$ cat config.mk
export PLATFORM = sky130hd
export DESIGN_NAME = fusion_psum_accumulator
export DESIGN_NICKNAME = d
export VERILOG_FILES = /design/src/rtl/fusion_psum_accumulator.sv
export SDC_FILE = /design/constraint.sdc
export NUM_CORES = 1
export LEC_CHECK = 0
export BUFFER_PORTS_ARGS = -buffer_cell sky130_fd_sc_hd__buf_2
export CORE_ASPECT_RATIO = 1.25
export CORE_MARGIN = 3
export CORE_UTILIZATION = 45
export CTS_BUF_LIST = sky130_fd_sc_hd__clkbuf_8
export DETAILED_ROUTE_END_ITERATION = 16
export PLACE_DENSITY = 0.69
export SETUP_SLACK_MARGIN = 0.15
export SYNTH_ARGS = -nofsm -noshare
export SYNTH_HDL_FRONTEND = slang
export SYNTH_SLANG_ARGS = --single-unit
$ cat constraint.sdc
create_clock -name clk -period 12.1 [get_ports clk]
set_input_delay 2.42 -clock clk [delete_from_list [all_inputs] [get_ports clk]]
set_output_delay 2.42 -clock clk [all_outputs]
set_load 0.01 [all_outputs]
$ cat src/rtl/fusion_psum_accumulator.sv
//==============================================================================
// Module  : fusion_psum_accumulator
// Accumulates acc_len packed psums per lane and emits one result per group.
// Optional macro PSUM_SAT_EN: saturating lane adds with sticky out_ovf.
// Revision: 1.0
//==============================================================================
`default_nettype none

module fusion_psum_accumulator #(
    parameter int PSUM_W = 52,
    parameter int LANE_W = 13,
    parameter int ACC_W  = 32,
    parameter int LEN_W  = 8
) (
    input  logic                 clk,
    input  logic                 rst,
    input  logic                 psum_valid,
    output logic                 psum_ready,
    input  logic [PSUM_W-1:0]    psum_data,
    input  logic                 lane_mode,
    input  logic                 signed_mode,
    input  logic [LEN_W-1:0]     acc_len,
    output logic                 out_valid,
    input  logic                 out_ready,
    output logic [4*ACC_W-1:0]   out_data,
    output logic                 out_ovf
);

    localparam int C_NLANES = 4;

    typedef enum logic [1:0] {
        S_IDLE  = 2'd0,
        S_ACCUM = 2'd1,
        S_HOLD  = 2'd2
    } state_t;

    state_t                         state_q, state_d;
    logic [LEN_W-1:0]               count_q, count_d;
    logic [LEN_W-1:0]               len_q, len_d;
    logic                           mode_q, mode_d;
    logic                           sgn_q, sgn_d;
    logic [C_NLANES-1:0][ACC_W-1:0] acc_q, acc_d;
    logic [C_NLANES-1:0][ACC_W-1:0] w_ext, w_sum;

    logic             w_accept, w_emit, w_first, w_mode, w_sgn;
    logic [LEN_W-1:0] w_len;
    logic [ACC_W-1:0] w_ext0;

`ifdef PSUM_SAT_EN
    logic [C_NLANES-1:0] w_sat;
    logic                ovf_q, ovf_d;
`endif

    assign psum_ready = ~rst & ((state_q != S_HOLD) | out_ready);
    assign w_accept   = psum_valid & psum_ready;
    assign w_emit     = (state_q == S_HOLD) & out_ready;
    // In HOLD an accept can only happen together with an emit, so it opens a new group.
    assign w_first    = w_accept & (state_q != S_ACCUM);
    assign w_mode     = w_first ? lane_mode : mode_q;
    assign w_sgn      = w_first ? signed_mode : sgn_q;
    assign w_len      = (acc_len == '0) ? LEN_W'(1) : acc_len;
    assign w_ext0     = w_sgn ? ACC_W'($signed(psum_data[31:0])) : ACC_W'(psum_data[31:0]);

    for (genvar gi = 0; gi < C_NLANES; gi++) begin : g_lane
        logic [LANE_W-1:0] w_raw;
        logic [ACC_W-1:0]  w_lane;
        logic [ACC_W-1:0]  w_lext;

        assign w_raw  = psum_data[gi*LANE_W +: LANE_W];
        assign w_lane = w_sgn ? ACC_W'($signed(w_raw)) : ACC_W'(w_raw);

        if (gi == 0) begin : g_l0
            assign w_lext = w_mode ? w_lane : w_ext0;
        end else begin : g_ln
            assign w_lext = w_mode ? w_lane : '0;
        end

        assign w_ext[gi] = w_lext;

`ifdef PSUM_SAT_EN
        logic [ACC_W:0]   w_full;
        logic             w_sovf, w_lsat;
        logic [ACC_W-1:0] w_slim;

        assign w_full = {1'b0, acc_q[gi]} + {1'b0, w_lext};
        // Signed overflow: operands agree in sign but the sum does not.
        assign w_sovf = (acc_q[gi][ACC_W-1] == w_lext[ACC_W-1]) &
                        (w_full[ACC_W-1] != acc_q[gi][ACC_W-1]);
        assign w_lsat = w_sgn ? w_sovf : w_full[ACC_W];
        assign w_slim = acc_q[gi][ACC_W-1] ? {1'b1, {(ACC_W-1){1'b0}}}
                                           : {1'b0, {(ACC_W-1){1'b1}}};
        assign w_sat[gi] = w_lsat;
        assign w_sum[gi] = !w_lsat ? w_full[ACC_W-1:0] : (w_sgn ? w_slim : {ACC_W{1'b1}});
`else
        assign w_sum[gi] = acc_q[gi] + w_lext;
`endif
    end

    always_comb begin
        state_d = state_q;
        count_d = count_q;
        len_d   = len_q;
        mode_d  = mode_q;
        sgn_d   = sgn_q;
        acc_d   = acc_q;
        if (w_emit) begin
            state_d = S_IDLE;
        end
        if (w_first) begin
            mode_d  = lane_mode;
            sgn_d   = signed_mode;
            len_d   = w_len;
            acc_d   = w_ext;
            count_d = LEN_W'(1);
            state_d = (w_len == LEN_W'(1)) ? S_HOLD : S_ACCUM;
        end else if (w_accept) begin
            acc_d   = w_sum;
            count_d = count_q + LEN_W'(1);
            if (count_q == len_q - LEN_W'(1)) begin
                state_d = S_HOLD;
            end
        end
    end

    always_ff @(posedge clk) begin
        if (rst) begin
            state_q <= S_IDLE;
            count_q <= '0;
            len_q   <= '0;
            mode_q  <= 1'b0;
            sgn_q   <= 1'b0;
            acc_q   <= '0;
        end else begin
            state_q <= state_d;
            count_q <= count_d;
            len_q   <= len_d;
            mode_q  <= mode_d;
            sgn_q   <= sgn_d;
            acc_q   <= acc_d;
        end
    end

`ifdef PSUM_SAT_EN
    always_comb begin
        ovf_d = ovf_q;
        if (w_first) begin
            ovf_d = 1'b0;
        end else if (w_accept) begin
            ovf_d = ovf_q | (|w_sat);
        end
    end

    always_ff @(posedge clk) begin
        if (rst) begin
            ovf_q <= 1'b0;
        end else begin
            ovf_q <= ovf_d;
        end
    end

    assign out_ovf = ovf_q;
`else
    assign out_ovf = 1'b0;
`endif

    assign out_valid = (state_q == S_HOLD);
    assign out_data  = acc_q;

endmodule

`default_nettype wire

==> impl_metrics.ini <==
[clock_network]
hold_buffers = 0
clockBufferDepth = 2
cts.sinks = 148
clkSlewWorstSetupHoldPaths_ns = 0.10
post_cts_buffers = 0
cts_tree = built
htreeDepth = 4
clk_latency_ns = 0.49
numCtsBuffers = 17
cts_resized = 0
cts_root_buf = clkbuf_8

[die]
die-height_um = 195.3
fp.coreArea_sq_mm = 0.02791
initial_core_util_pct = 46.22
num_rows = 68
die_area_sq_mm = 0.03074
chipWidth_um = 157.4
pin_count = 197

[setup_path]
critPathSlowestCell = a21o_2
end_kind = register
crit_chain = buf_2 > buf_4 > nor3b_4 > buf_4 > buf_4 > and3_1 > buf_4 > a21o_2 > buf_4 > and2_1 > ha_1 > a21o_1 > a31o_1 > o21a_1 > or3_4 > a21oi_2 > o21ai_1 > or4_1 > o311a_1 > nand2_1
cp.arrival_ns = 8.51
crit_required_ns = 12.53
crit_type = in -> reg
crit_fanout = 77
cpPeakStageDelay_ns = 0.58
cp_common_cell = buf_4
start_kind = input port
path_delay_family = buffers and inverters
cp_num_buf_inv = 6

[synthesis]
syn_inst = 1730
synth-seq-area-share_pct = 22.97
synth_top_area_share_pct = 22.97
yosysWarnings = 0
synth.ff_latch_count = 148
ys_types = 85
synth_flop_cell = dfxtp_1
synth_area_leader_cell = dfxtp_1
syn_nets = 1926
synth_edf_count = 0
synthTopCellsByCount = a21oi_1, nor2_1, nand2_1
ys_top_cells_by_area = dfxtp_1, ha_1, a21oi_1
async_reset_ff_share_pct = 0
avgSynthCellArea_sq_um = 7.456
synth_most_common_cell = a21oi_1
syn_area_sq_mm = 0.01290

[placement]
gp_congestion = 0.9339
io_buffers = 195
placed_area_sq_mm = 0.01401
dp.cells = 2187
hpwl_mm = 29.81

[route]
wl_mm = 40.23
drtAntennaViolNets = 0
drc = 0
first_pass_iters = 6
avgRoutedWirePerCell_um = 18.13
initialDrtViolationCount = 793
num_vias = 13390
routed_via_density = 6.035

[hold_path]
hold_path.class = reg -> reg

[finish]
n_antenna_cell = 0
post-route-cell-area_sq_mm = 0.01439
fin_cells = 2219
final_util_pct = 51.58
final_nets = 2052
drive_above_1_share_pct = 14.39
synthToLayoutAreaGrowth_pct = 11.59

[timing]
report.final.slew_viol_count = 0
finalHoldViolations = 0
rsz0062_at_grt = false
period_share_pct = 66.75
tns_ns = 0
fin_crit_ns = 8.077
setup_viol = 0
max_slew_margin_pct = 30.30
timing.fmax_ghz = 0.1238
tightest_slew_ns = 1.046
clock_skew_ns = 0.01888

[grt]
grt_max_degree = 78
grt_pass1_vias = 12940
track_usage_pct = 25.73
grt_remaining_overflow = 0
grt_pass1_wl_mm = 65.07
grt_antenna_before_repair = 2

[power]
max-vdd-ir-drop_uv = 64.07
p_per_area_mw_per_mm2 = 92.23
leakage_nw = 6.847

[run_status]
status = complete, no violations

[run]
drv_cap = 0
sequential cells by signal, summed over array words and instances, names as in the netlist:
register,cells
count_q,8
len_q,8
mode_q,1
out_data,128
sgn_q,1
state_q,2
metrics by stage:
step / setup slack [ns] / hold WS, ns / power (mW)
3_5_place_dp: 3.559 / 0.4790 / 0.9401
5_1_grt: 3.605 / 0.5361 / 1.402
3_3_place_gp: 3.736 / 0.4692 / 0.9330
6_report: 4.023 / 0.4948 / 1.328
2_1_floorplan: 6.006 / 0.4451 / 0.8234
4_1_cts: 4.057 / 0.4949 / 1.331
worst reg2reg max path: cells and delay by family, from the launching register on:
kind                     cells  cell delay, ns
AO/OA/AOI/OAI                7            1.71
adder cells (fa/ha/maj)      1            0.24
buffers and inverters        4            1.72
flip-flops                   1            0.36
AND/OR/NAND/NOR              7            2.06
report_power, final:
group	internal [mW]	switching, mW
registers	0.516	0.0314
logic	0.149	0.237
clock network	0.168	0.226
total	0.833	0.495
routing by layer:
layer	global-route usage, %	share of wire, %
met2	45.26	50
met1	31.98	42
met4	8.489	2.6
met3	3.724	5.8
met5	0	0.057
cell families after synthesis:
group,count (synthesis),share of synthesized area [%]
other,1,0.02907
muxes,11,0.8730
buffers and inverters,134,4.084
DFF,148,22.97
xor gates and xnor gates,115,7.809
adders and majority gates,130,12.84
and+or+nand+nor,562,20.23
AOI/OAI and AO/OA,629,31.16
cells in the final DEF, fill, tap and decap left out, drive strengths merged, types with 4 or more instances in the layout:
master / synthesis / routed
buf: 24 / 205
mux2i: 9 / 9
a31oi: 42 / 42
a21o: 71 / 71
a221oi: 12 / 12
nor2: 194 / 194
ha: 126 / 126
a222oi: 7 / 7
o211ai: 14 / 14
nor2b: 6 / 6
nand2b: 16 / 16
clkinv: 0 / 5
nor3b: 5 / 5
xnor2: 63 / 63
fa: 4 / 4
a211oi: 29 / 29
a311oi: 12 / 12
a31o: 5 / 5
dfxtp: 148 / 148
a21oi: 217 / 217
a211o: 5 / 5
and2: 50 / 50
nand3: 56 / 56
nand4: 15 / 15
a22oi: 11 / 11
nor3: 25 / 25
xor2: 52 / 52
or3: 6 / 6
inv: 36 / 42
o31ai: 5 / 5
and3: 23 / 23
nand2: 150 / 150
o21ai: 109 / 109
or2: 5 / 5
o21bai: 24 / 24
o21a: 11 / 11
clkbuf: 74 / 17
a21boi: 5 / 5
o22ai: 12 / 12
cell type report:
class                           instances  area, sq um
Sequential cell                       148         2963
Clock buffer                           17        234.0
Fill cell                            2773        13510
Tap cell                              350        437.9
Clock inverter                         15        147.6
Multi-Input combinational cell       1448         9425
Timing Repair Buffer                  205         1051
Inverter                               36        135.1
path summary, 6_finish.rpt:
kind | end | start | slack [ns] | cells after the start
min reg2reg | out_data[124] | out_data[124] | 0.49 | 2
max reg2reg | out_data[63] | state_q[1] | 5.98 | 19
min | out_data[124] | out_data[124] | 0.49 | 2
max | out_data[63] | rst | 4.02 | 20
Power figures use the tool's default switching activity.
